===== config.mk =====
export PLATFORM = sky130hd
export DESIGN_NAME = sdram_mport_arb
export DESIGN_NICKNAME = d
export VERILOG_FILES = /design/src/rtl/sdram_mport_arb.sv
export SDC_FILE = /design/constraint.sdc
export NUM_CORES = 1
export LEC_CHECK = 0
export ABC_CLOCK_PERIOD_IN_PS = 22300
export BUFFER_PORTS_ARGS = -buffer_cell sky130_fd_sc_hd__buf_2
export CAP_MARGIN = 30
export CORE_AREA = 2 2 242 244
export CTS_CLUSTER_DIAMETER = 80
export DETAILED_ROUTE_END_ITERATION = 16
export DIE_AREA = 0 0 244 246
export GPL_TIMING_DRIVEN = 0
export PLACE_DENSITY = 0.52
export SKIP_LAST_GASP = 1
export SLEW_MARGIN = 10
export SYNTH_ARGS = -nofsm -noshare
export SYNTH_HDL_FRONTEND = slang
export SYNTH_SLANG_ARGS = --single-unit
export TNS_END_PERCENT = 50

===== constraint.sdc =====
create_clock -name clk -period 22.3 [get_ports clk]
set_input_delay 2.23 -clock clk [delete_from_list [all_inputs] [get_ports clk]]
set_output_delay 2.23 -clock clk [all_outputs]
set_load 0.01 [all_outputs]

===== src/rtl/sdram_mport_arb.sv =====
// sdram_mport_arb: round-robin burst arbiter for 2*NCH SDRAM request slots.
// Optional ack watchdog enabled by defining SDRAM_ARB_TIMEOUT_EN.
module sdram_mport_arb #(
    parameter int NCH     = 4,
    parameter int AW      = 24,
    parameter int LW      = 10,
    parameter int TMO_CYC = 1023
) (
    input  logic              clk,
    input  logic              rst_n,
    input  logic              sdram_init_done,
    input  logic [NCH-1:0]    ch_wr_pend,
    input  logic [NCH-1:0]    ch_rd_pend,
    input  logic [NCH*AW-1:0] ch_wr_min,
    input  logic [NCH*AW-1:0] ch_wr_max,
    input  logic [NCH*AW-1:0] ch_rd_min,
    input  logic [NCH*AW-1:0] ch_rd_max,
    input  logic [NCH*LW-1:0] ch_wr_len,
    input  logic [NCH*LW-1:0] ch_rd_len,
    input  logic [NCH-1:0]    ch_wr_load,
    input  logic [NCH-1:0]    ch_rd_load,
    output logic [NCH-1:0]    ch_wr_grant,
    output logic [NCH-1:0]    ch_rd_grant,
    output logic              sdram_wr_req,
    input  logic              sdram_wr_ack,
    output logic [AW-1:0]     sdram_wr_addr,
    output logic [LW-1:0]     sdram_wr_burst,
    output logic              sdram_rd_req,
    input  logic              sdram_rd_ack,
    output logic [AW-1:0]     sdram_rd_addr,
    output logic [LW-1:0]     sdram_rd_burst,
    output logic              arb_err
);

    localparam int NS = 2 * NCH;
    localparam int SW = $clog2(NS);

    typedef enum logic [1:0] {IDLE, REQ, BUSY, UPD} state_t;

    state_t        state_q, state_d;
    logic [SW-1:0] sel_q, sel_d;
    logic [SW-1:0] rr_q, rr_d;
    logic [AW-1:0] ptr_q [NS];
    logic [NS-1:0] rld_q;

    logic [AW-1:0] s_min  [NS];
    logic [AW-1:0] s_max  [NS];
    logic [LW-1:0] s_len  [NS];
    logic [NS-1:0] s_pend;
    logic [NS-1:0] s_load;
    logic [NS-1:0] elig;

    logic [SW-1:0] win;
    logic          found;
    logic [SW:0]   t;

    logic [AW-1:0] cur_ptr;
    logic [LW-1:0] cur_len;
    logic          cur_ack;
    logic [AW:0]   nxt;
    logic [AW+1:0] nxt2;
    logic [AW-1:0] upd_ptr;
    logic          act;
    logic [NS-1:0] slot_gnt;
    logic          tmo;
    logic          skip;

    // Unpack per-channel buses into slot order wr0, rd0, wr1, rd1, ...
    always_comb begin
        for (int i = 0; i < NCH; i++) begin
            s_min[2*i]    = ch_wr_min[i*AW +: AW];
            s_max[2*i]    = ch_wr_max[i*AW +: AW];
            s_len[2*i]    = ch_wr_len[i*LW +: LW];
            s_pend[2*i]   = ch_wr_pend[i];
            s_load[2*i]   = ch_wr_load[i];
            s_min[2*i+1]  = ch_rd_min[i*AW +: AW];
            s_max[2*i+1]  = ch_rd_max[i*AW +: AW];
            s_len[2*i+1]  = ch_rd_len[i*LW +: LW];
            s_pend[2*i+1] = ch_rd_pend[i];
            s_load[2*i+1] = ch_rd_load[i];
        end
    end

    assign elig  = s_pend & {NS{sdram_init_done}};
    assign found = |elig;

    // Rotating-priority search; the smallest offset from rr_q+1 wins.
    always_comb begin
        win = '0;
        t   = '0;
        for (int k = NS; k >= 1; k--) begin
            t = {1'b0, rr_q} + (SW+1)'(k);
            if (t >= (SW+1)'(NS)) begin
                t = t - (SW+1)'(NS);
            end
            if (elig[t[SW-1:0]]) begin
                win = t[SW-1:0];
            end
        end
    end

    // Next pointer for the served slot, wrapping when another burst would not fit.
    always_comb begin
        cur_ptr = ptr_q[sel_q];
        cur_len = s_len[sel_q];
        cur_ack = sel_q[0] ? sdram_rd_ack : sdram_wr_ack;
        nxt     = {1'b0, cur_ptr} + {{(AW+1-LW){1'b0}}, cur_len};
        nxt2    = {1'b0, nxt} + {{(AW+2-LW){1'b0}}, cur_len};
        if (nxt2 > {2'b00, s_max[sel_q]}) begin
            upd_ptr = s_min[sel_q];
        end else begin
            upd_ptr = nxt[AW-1:0];
        end
    end

`ifdef SDRAM_ARB_TIMEOUT_EN
    localparam int CW = $clog2(TMO_CYC + 1);

    logic [CW-1:0] cnt_q, cnt_d;
    logic          err_q;

    assign tmo = ((state_q == REQ) || (state_q == BUSY)) &&
                 (cnt_q == CW'(TMO_CYC - 1));
    assign cnt_d = ((state_q == REQ) || (state_q == BUSY)) ?
                   cnt_q + CW'(1) : '0;

    // Watchdog counter and one-cycle abort flag (high during the forced UPD).
    always_ff @(posedge clk or negedge rst_n) begin
        if (!rst_n) begin
            cnt_q <= '0;
            err_q <= 1'b0;
        end else begin
            cnt_q <= cnt_d;
            err_q <= tmo;
        end
    end

    assign skip    = err_q;
    assign arb_err = err_q;
`else
    assign tmo     = 1'b0;
    assign skip    = 1'b0;
    assign arb_err = 1'b0;
`endif

    // FSM state, served slot and round-robin pointer registers.
    always_ff @(posedge clk or negedge rst_n) begin
        if (!rst_n) begin
            state_q <= IDLE;
            sel_q   <= '0;
            rr_q    <= SW'(NS - 1);
        end else begin
            state_q <= state_d;
            sel_q   <= sel_d;
            rr_q    <= rr_d;
        end
    end

    // Next-state logic: select, request, wait for burst end, update.
    always_comb begin
        state_d = state_q;
        sel_d   = sel_q;
        rr_d    = rr_q;
        unique case (state_q)
            IDLE: begin
                if (found) begin
                    state_d = REQ;
                    sel_d   = win;
                end
            end
            REQ: begin
                if (tmo) begin
                    state_d = UPD;
                end else if (cur_ack) begin
                    state_d = BUSY;
                end
            end
            BUSY: begin
                if (tmo || !cur_ack) begin
                    state_d = UPD;
                end
            end
            UPD: begin
                state_d = IDLE;
                rr_d    = sel_q;
            end
            default: state_d = IDLE;
        endcase
    end

    // Per-slot address pointers; loads on the active slot wait for UPD.
    always_ff @(posedge clk or negedge rst_n) begin
        if (!rst_n) begin
            for (int i = 0; i < NS; i++) begin
                ptr_q[i] <= '0;
            end
            rld_q <= '1;
        end else begin
            for (int i = 0; i < NS; i++) begin
                if ((state_q == IDLE) || (sel_q != SW'(i))) begin
                    if (s_load[i] || rld_q[i]) begin
                        ptr_q[i] <= s_min[i];
                        rld_q[i] <= 1'b0;
                    end
                end else if (state_q == UPD) begin
                    if (s_load[i] || rld_q[i]) begin
                        ptr_q[i] <= s_min[i];
                    end else if (!skip) begin
                        ptr_q[i] <= upd_ptr;
                    end
                    rld_q[i] <= 1'b0;
                end else if (s_load[i]) begin
                    rld_q[i] <= 1'b1;
                end
            end
        end
    end

    // Controller requests and grants decoded from the registered state.
    always_comb begin
        act            = (state_q == REQ) || (state_q == BUSY);
        slot_gnt       = act ? (NS'(1) << sel_q) : '0;
        sdram_wr_req   = (state_q == REQ) && !sel_q[0];
        sdram_rd_req   = (state_q == REQ) && sel_q[0];
        sdram_wr_addr  = (act && !sel_q[0]) ? cur_ptr : '0;
        sdram_wr_burst = (act && !sel_q[0]) ? cur_len : '0;
        sdram_rd_addr  = (act && sel_q[0]) ? cur_ptr : '0;
        sdram_rd_burst = (act && sel_q[0]) ? cur_len : '0;
        for (int i = 0; i < NCH; i++) begin
            ch_wr_grant[i] = slot_gnt[2*i];
            ch_rd_grant[i] = slot_gnt[2*i+1];
        end
    end

endmodule


==> flow_metrics.env, run 1 <==
export IMPL_n_fill_cell=5857
export IMPL_cts_made_buffers=24
export IMPL_grt_pass1_vias=18455
export IMPL_hp_class="reg -> reg"
export IMPL_grt_max_degree=86
export IMPL_die_area_mm2=0.0600
export IMPL_wl_met2_um=47100
export IMPL_wl_um=95000
export IMPL_synth_top_area_share_pct=29.0
export IMPL_boundaryPins=564
export IMPL_slew_limit_headroom_pct=25.1
export IMPL_synth_flop_cell="dfrtp_1"
export IMPL_synth_common_cells="o22ai_1, dfrtp_1, a21oi_1"
export IMPL_fin_setup_tns_ns=0
export IMPL_yosysTopAreaCell="dfrtp_1"
export IMPL_synthDistinctLibCells=81
export IMPL_antenna_found_initial=42
export IMPL_worstPathArrival_ns=12.29
export IMPL_synth_adder_area_share_pct=3.91
export IMPL_grt_setup_unrepaired="no"
export IMPL_setup_violations=0
export IMPL_dieWidth_um=244
export IMPL_cts_buffer_depth=3
export IMPL_yosys_register_bits=208
export IMPL_std_cell_rows=88
export IMPL_die_h_um=246
export IMPL_met3_wirelength_um=8360
export IMPL_vias=18390
export IMPL_tightest_slew_ns=1.12
export IMPL_path_clk_slew_ns=0.06
export IMPL_syn_avg_cell_area_um2=10.1
export IMPL_synth_area_mm2=0.0170
export IMPL_worstHoldStart="ptr_q[91]"
export IMPL_cp_required_ns=22.69
export IMPL_routedWlPerCell_um=30.7
export IMPL_holdBufCountCts=0
export IMPL_final_nets=2829
export IMPL_status="finished, final reports clean"
export IMPL_slowest_delay_ns=0.80
export IMPL_root_buffer="clkbuf_16"
export IMPL_wl_met1_um=33800
export IMPL_routed_via_density=5.94
export IMPL_dp_hpwl_um=76200
export IMPL_start_kind="flip-flop"
export IMPL_clock_sinks=208
export IMPL_r2r_setup_slack_ns=10.40
export IMPL_grt_pass1_wl_um=131000
export IMPL_crit_type="reg -> reg"
export IMPL_areaGrowthSynthToFinish_pct=28.6
export IMPL_portBuffers=562
export IMPL_yosys_area_share_simple_pct=10.2
export IMPL_skew_ns=0.0161
export IMPL_place_congestion=0.972
export IMPL_end_kind="flip-flop"
export IMPL_syn_inst=1681
export IMPL_cts_setup_buffers=0
export IMPL_coreArea_mm2=0.0574
export IMPL_ys_warn_count=0
export IMPL_final_period_utilization_pct=53.4
export IMPL_ys_seq_area_share_pct=30.7
export IMPL_initial_core_util_pct=29.7
export IMPL_yosys_area_share_xor_xnor_pct=2.47
export IMPL_drive_gt1_share_pct=38.0
export IMPL_critPathMaxFanout=10
export IMPL_maxCapViolCount=0
export IMPL_synthMostInstantiatedCell="o22ai_1"
export IMPL_hold_viol_final=0
export IMPL_r2r_start="sel_q[1]"
export IMPL_drt_pass1_iter_count=7
export IMPL_cts_repair_resized=0
export IMPL_cts_tree="yes"
export IMPL_clk_latency_ns=0.54
export IMPL_track_usage_pct=30.4
export IMPL_muxShareOfSynthArea_pct=27.6
export IMPL_drcViolationCount=0
export IMPL_synth_nets=2218
export IMPL_synth_edff_count=0
export IMPL_antenna_left=0
export IMPL_gr_total_overflow=0
export IMPL_max_freq_mhz=84.0
export IMPL_crit_path_frequent_cell="buf_6"
export IMPL_layout_min_cycle_time_ns=11.90
export IMPL_highest_layer="met5"
export IMPL_synth_top_family_by_area="multiplexers"
export IMPL_maxSlewViolCount=0
export IMPL_htreeDepth=1
export IMPL_synthTopCellsByArea="dfrtp_1, mux4_2, o22ai_1, a21oi_1, mux2i_1"
export IMPL_synthArstFlopShare_pct=100
export IMPL_slowest_stage="clkbuf_1"
export IMPL_crit_path_start="sel_q[1]"
export IMPL_synth_compound_area_share_pct=20.5
export IMPL_drt_initial_drc_count=1900
==> placed cells by master, fill, tap and decap left out, drive strengths merged, types with 12 or more instances in the layout <==
cell type    n
nand3       15
nor3        33
nor2       134
nor2b       16
mux2i       94
buf        620
mux2        24
inv         43
mux4       145
a31oi       18
ha          50
dfrtp      197
o22ai      198
a211oi      15
a21oi      205
nand2      125
nor4        12
clkbuf     131
xnor2       37
diode       22
o21ai       33
==> critical path, delay by kind of cell, from the launching register on <==
kind / cells / cell delay (ns)
simple gates: 8 / 2.26
compound gates: 9 / 2.16
flops: 1 / 0.50
mux: 3 / 1.49
fa+ha+maj: 3 / 1.00
buf+inv: 11 / 4.10
xor+xnor: 1 / 0.18
==> final timing paths <==
path                       cells past startpoint    endpoint
max                                           35  ptr_q[105]
min reg2reg                                    2   ptr_q[91]
min                                            2   ptr_q[91]
max reg2reg                                   35  ptr_q[105]
min in group asynchronous                      1  state_q[1]
max in group asynchronous                      2  ptr_q[104]
==> kinds of logic (layout without fill, tap and decap cells) <==
group                      after synthesis  after routing
AOI/OAI and AO/OA                      552            552
adders and majority gates               52             52
buffers and inverters                  175            803
muxes                                  263            263
xor gates and xnor gates                48             48
DFF                                    208            208
other                                    1             23
and+or+nand+nor                        382            382
==> metrics by stage <==
stage	area [µm²]	setup slack (ns)	utilization [%]	std cells	hold WS, ns
floorplan	17000	13.79	-	1681	0.505
global placement	20800	10.09	36.3	3008	0.526
detailed placement	21100	10.15	36.7	3027	0.539
CTS	21800	10.09	38.0	3070	0.553
global route	21900	9.93	38.1	3091	0.576
finish	21900	10.40	38.2	3096	0.553
==> per-layer routing <==
metal,vias up,GRT usage (%)
met4,8,16.8
met5,-,0
met1,9193,34.4
met2,1149,53.2
li1,7789,-
met3,251,6.66
==> sequential cells by signal, indices dropped and copies added, names as in the netlist <==
| register | cells |
|---|---|
| sel_q | 3 |
| rr_q | 3 |
| ptr_q | 192 |
| state_q | 2 |
| rld_q | 8 |
==> layout make-up <==
| class | count | area (µm²) | area share, % |
|---|---|---|---|
| Antenna cell | 22 | 55.1 | 0.251 |
| Buffer | 132 | 624 | 2.85 |
| Clock buffer | 36 | 707 | 3.23 |
| Clock inverter | 7 | 51.3 | 0.234 |
| Inverter | 43 | 161 | 0.737 |
| Multi-Input combinational cell | 1298 | 11000 | 50.4 |
| Sequential cell | 208 | 5220 | 23.8 |
| Tap cell | 765 | 957 | 4.37 |
| Timing Repair Buffer | 585 | 3070 | 14.0 |
Power of run 1 is left out: the tool's default activity adds up to more than one toggle a clock period on the data nets, which glitch-free logic cannot reach.
==> run 2: changes to the inputs <==
--- a/config.mk
+++ b/config.mk
@@ -5,7 +5,7 @@
 export SDC_FILE = /design/constraint.sdc
 export NUM_CORES = 1
 export LEC_CHECK = 0
-export ABC_CLOCK_PERIOD_IN_PS = 22300
+export ABC_CLOCK_PERIOD_IN_PS = 11200
 export BUFFER_PORTS_ARGS = -buffer_cell sky130_fd_sc_hd__buf_2
 export CAP_MARGIN = 30
 export CORE_AREA = 2 2 242 244
==> constraint.sdc (replaced) <==
create_clock -name clk -period 11.2 [get_ports clk]
set_input_delay 1.12 -clock clk [delete_from_list [all_inputs] [get_ports clk]]
set_output_delay 1.12 -clock clk [all_outputs]
set_load 0.01 [all_outputs]
==> flow_metrics.env, run 2 (synthesis results as in run 1) <==
export IMPL_die_area_mm2=0.0600
export IMPL_met3_wirelength_um=8300
export IMPL_largest_register_ffs=192
export IMPL_worstPathArrival_ns=11.31
export IMPL_cts_buffer_depth=3
export IMPL_boundaryPins=564
export IMPL_grt_max_degree=86
export IMPL_crit_path_frequent_cell="buf_6"
export IMPL_cp_required_ns=11.59
export IMPL_utilization_pct=38.2
export IMPL_root_buffer="clkbuf_16"
export IMPL_r2r_setup_slack_ns=0.28
export IMPL_highest_layer="met5"
export IMPL_tightest_slew_ns=1.13
export IMPL_std_cell_rows=88
export IMPL_hold_viol_final=0
export IMPL_portBuffers=562
export IMPL_clk_latency_ns=0.54
export IMPL_cts_made_buffers=24
export IMPL_drcViolationCount=0
export IMPL_reg2reg_depth=34
export IMPL_drive_gt1_share_pct=38.4
export IMPL_maxSlewViolCount=0
export IMPL_final_cell_mix="buf_2, o22ai_1, dfrtp_1, a21oi_1, mux4_2"
export IMPL_critPathMaxFanout=10
export IMPL_layout_min_cycle_time_ns=10.92
export IMPL_grt_pass1_wl_um=131000
export IMPL_routedWlPerCell_um=30.7
export IMPL_end_kind="flip-flop"
export IMPL_htreeDepth=1
export IMPL_start_kind="flip-flop"
export IMPL_holdBufCountCts=0
export IMPL_slowest_stage="buf_1"
export IMPL_hp_class="in -> async"
export IMPL_maxCapViolCount=0
export IMPL_status="finished, final reports clean"
export IMPL_dp_hpwl_um=76200
export IMPL_slew_limit_headroom_pct=24.5
export IMPL_slowest_delay_ns=0.75
export IMPL_place_congestion=0.972
export IMPL_track_usage_pct=30.4
export IMPL_final_nets=2827
export IMPL_antenna_found_initial=42
export IMPL_initial_core_util_pct=29.7
export IMPL_crit_path_start="sel_q[1]"
export IMPL_drt_pass1_iter_count=5
export IMPL_setup_violations=0
export IMPL_grt_pass1_vias=18433
export IMPL_cts_tree="yes"
export IMPL_antenna_left=0
export IMPL_die_h_um=246
export IMPL_wl_um=94900
export IMPL_wl_met2_um=47500
export IMPL_drt_initial_drc_count=1843
export IMPL_path_clk_slew_ns=0.06
export IMPL_crit_type="reg -> reg"
export IMPL_dieWidth_um=244
export IMPL_areaGrowthSynthToFinish_pct=28.7
export IMPL_wl_met1_um=33700
export IMPL_vias=18438
export IMPL_final_period_utilization_pct=97.5
export IMPL_routed_via_density=5.96
export IMPL_gr_total_overflow=0
export IMPL_layout_commonest_cell="buf_2"
export IMPL_top_regs="ptr_q (192), rld_q (8)"
export IMPL_grt_setup_unrepaired="no"
export IMPL_clock_sinks=208
export IMPL_skew_ns=0.0148
export IMPL_r2r_start="sel_q[1]"
export IMPL_max_freq_mhz=91.6
export IMPL_regMostFlops="ptr_q"
export IMPL_coreArea_mm2=0.0574
export IMPL_r2r_end="ptr_q[105]"
run 2: worst max-delay path by stage:
stage	to	slack, ns
detailed placement	ptr_q[105]	-0.95
floorplan	ptr_q[111]	2.86
global route	ptr_q[105]	0.01
CTS	ptr_q[105]	0.09
global placement	ptr_q[105]	-1.01
finish	ptr_q[105]	0.28
run 2: timing repair:
action                     CTS  global route
buffers inserted             0             0
setup endpoints to repair  192           192
resized for setup            5             9
gates cloned                 0             0
run 2: through the flow:
| stage | setup TNS, ns | cells | hold WS (ns) | setup WS (ns) | area (µm²) |
|---|---|---|---|---|---|
| 3_5_place_dp | -161.38 | 3027 | 0.539 | -0.954 | 21100 |
| 2_1_floorplan | 0 | 1681 | 0.505 | 2.86 | 17000 |
| 6_report | 0 | 3094 | 0.538 | 0.278 | 21900 |
| 4_1_cts | 0 | 3070 | 0.550 | 0.0887 | 21800 |
| 3_3_place_gp | -173.79 | 3008 | 0.526 | -1.01 | 20800 |
| 5_1_grt | 0 | 3090 | 0.567 | 0.0127 | 21900 |
run 2: critical path: cells and delay by family, from the launching register on:
kind / cells / cell delay [ns]
muxes: 3 / 1.27
and+or+nand+nor: 7 / 1.84
AOI/OAI and AO/OA: 10 / 2.57
xor gates and xnor gates: 1 / 0.18
DFF: 1 / 0.50
buffers and inverters: 10 / 3.36
adders and majority gates: 3 / 0.98
run 2: layout make-up:
cell class	instances	area, µm²
inverter	43	161
multi-input combinational	1298	11100
tap	765	957
sequential	208	5220
clock buffer	36	707
fill	5856	35400
buffer	131	632
antenna	22	55.1
clock inverter	7	51.3
timing repair buffer	584	3070
run 2: per-layer routing:
layer	track usage, %	up-vias
li1	-	7789
met4	16.5	6
met2	53.3	1205
met1	34.4	9184
met3	6.75	254
met5	0	-
Power of run 2 is left out for the same reason.
==> run 3: changes to the inputs <==
--- a/config.mk
+++ b/config.mk
@@ -14,7 +14,7 @@
 export DIE_AREA = 0 0 244 246
 export GPL_TIMING_DRIVEN = 0
 export PLACE_DENSITY = 0.52
-export SKIP_LAST_GASP = 1
+export RECOVER_POWER = 100
 export SLEW_MARGIN = 10
 export SYNTH_ARGS = -nofsm -noshare
 export SYNTH_HDL_FRONTEND = slang
==> flow_metrics.env, run 3 (synthesis results as in run 1) <==
export IMPL_end_kind="flip-flop"
export IMPL_start_kind="flip-flop"
export IMPL_r2r_start="sel_q[1]"
export IMPL_crit_path_frequent_cell="buf_6"
export IMPL_cts_tree="yes"
export IMPL_critPathMaxFanout=10
export IMPL_violations="max-capacitance violations, max-slew violations"
export IMPL_areaGrowthSynthToFinish_pct=27.5
export IMPL_coreArea_mm2=0.0574
export IMPL_cts_made_buffers=24
export IMPL_std_cell_rows=88
export IMPL_grt_setup_unrepaired="no"
export IMPL_met3_wirelength_um=8690
export IMPL_initial_core_util_pct=29.7
export IMPL_holdBufCountCts=0
export IMPL_gr_total_overflow=0
export IMPL_wl_met2_um=47100
export IMPL_hold_viol_final=0
export IMPL_final_cell_mix="buf_2, a21oi_1, o22ai_1, dfrtp_1, clkbuf_1"
export IMPL_status="finished, violations left"
export IMPL_die_area_mm2=0.0600
export IMPL_slew_limit_headroom_pct=-217
export IMPL_routedWlPerCell_um=30.7
export IMPL_drt_pass1_iter_count=6
export IMPL_wl_um=95000
export IMPL_max_freq_mhz=91.8
export IMPL_utilization_pct=37.9
export IMPL_clock_sinks=208
export IMPL_grt_pass1_wl_um=131000
export IMPL_grt_max_degree=86
export IMPL_routed_via_density=5.93
export IMPL_worstPathArrival_ns=11.28
export IMPL_cp_top_family="buffers and inverters"
export IMPL_boundaryPins=564
export IMPL_skew_ns=0.0158
export IMPL_antenna_left=0
export IMPL_slowest_stage="clkbuf_1"
export IMPL_largest_register_ffs=192
export IMPL_portBuffers=562
export IMPL_wl_met1_um=33500
export IMPL_die_h_um=246
export IMPL_setup_violations=0
export IMPL_vias=18383
export IMPL_drcViolationCount=0
export IMPL_layout_min_cycle_time_ns=10.89
export IMPL_path_clk_slew_ns=0.06
export IMPL_seq_area_mm2=0.00522
export IMPL_hold_depth=2
export IMPL_hp_class="reg -> reg"
export IMPL_cts_buffer_depth=3
export IMPL_htreeDepth=1
export IMPL_r2r_setup_slack_ns=0.31
export IMPL_drt_initial_drc_count=1819
export IMPL_grt_pass1_vias=18433
export IMPL_track_usage_pct=30.4
export IMPL_r2r_end="ptr_q[86]"
export IMPL_final_period_utilization_pct=97.3
export IMPL_tightest_slew_ns=4.75
export IMPL_cp_required_ns=11.58
export IMPL_cts_setup_buffers=0
export IMPL_maxCapViolCount=3
export IMPL_reg2reg_depth=34
export IMPL_layout_commonest_cell="buf_2"
export IMPL_regMostFlops="ptr_q"
export IMPL_dp_hpwl_um=76200
export IMPL_maxSlewViolCount=213
export IMPL_highest_layer="met5"
export IMPL_crit_type="reg -> reg"
export IMPL_multi_input_area_mm2=0.0110
export IMPL_clk_latency_ns=0.54
export IMPL_final_nets=2827
export IMPL_worstHoldStart="ptr_q[67]"
export IMPL_critPathBufInv=10
export IMPL_place_congestion=0.972
export IMPL_slowest_delay_ns=0.76
export IMPL_dieWidth_um=244
export IMPL_min_to="ptr_q[67]"
export IMPL_antenna_found_initial=42
export IMPL_root_buffer="clkbuf_16"
export IMPL_n_fill_cell=5914
export IMPL_drive_gt1_share_pct=34.5
export IMPL_top_regs="ptr_q (192), rld_q (8)"
run 3: area by class of cell:
cell class,instances,share of cell area (%)
timing repair buffer,584,13.4
clock buffer,36,3.26
tap,765,4.41
clock inverter,7,0.236
inverter,43,0.743
antenna,26,0.300
multi-input combinational,1298,50.7
buffer,131,2.86
sequential,208,24.0
run 3: metrics by stage:
| step | worst slack (ns) | TNS [ns] | hold slack (ns) | std cells | cell area [µm²] |
|---|---|---|---|---|---|
| 3_5_place_dp | -0.954 | -161.38 | 0.539 | 3027 | 21100 |
| 2_1_floorplan | 2.86 | 0 | 0.505 | 1681 | 17000 |
| 3_3_place_gp | -1.01 | -173.79 | 0.526 | 3008 | 20800 |
| 5_1_grt | 0.0181 | 0 | 0.576 | 3090 | 21700 |
| 4_1_cts | 0.0887 | 0 | 0.550 | 3070 | 21800 |
| 6_report | 0.307 | 0 | 0.550 | 3098 | 21700 |
run 3: worst min-delay path: stages (launching register included):
cell and delay (ns):
dfrtp_1 0.34, o22ai_1 0.06, a21oi_1 0.10
run 3: metal layers:
layer / up-vias / track usage, %
met5: - / 0
met4: 8 / 16.5
met3: 254 / 6.75
met2: 1194 / 53.3
met1: 9134 / 34.4
li1: 7793 / -
run 3: what timing repair did:
action | CTS | global route
endpoints found under the setup margin | 192 | 192
hold endpoints to repair | 0 | 0
resized for setup | 5 | 9
run 3: how the worst max path moves through the flow:
stage | startpoint | to | slack [ns] | cells after the start
2_1_floorplan | sel_q[0] | ptr_q[111] | 2.86 | 36
3_3_place_gp | sel_q[1] | ptr_q[105] | -1.01 | 35
3_5_place_dp | sel_q[1] | ptr_q[105] | -0.95 | 35
4_1_cts | sel_q[1] | ptr_q[105] | 0.09 | 35
5_1_grt | sel_q[1] | ptr_q[86] | 0.02 | 39
6_report | sel_q[1] | ptr_q[86] | 0.31 | 34
Power of run 3 is left out for the same reason.
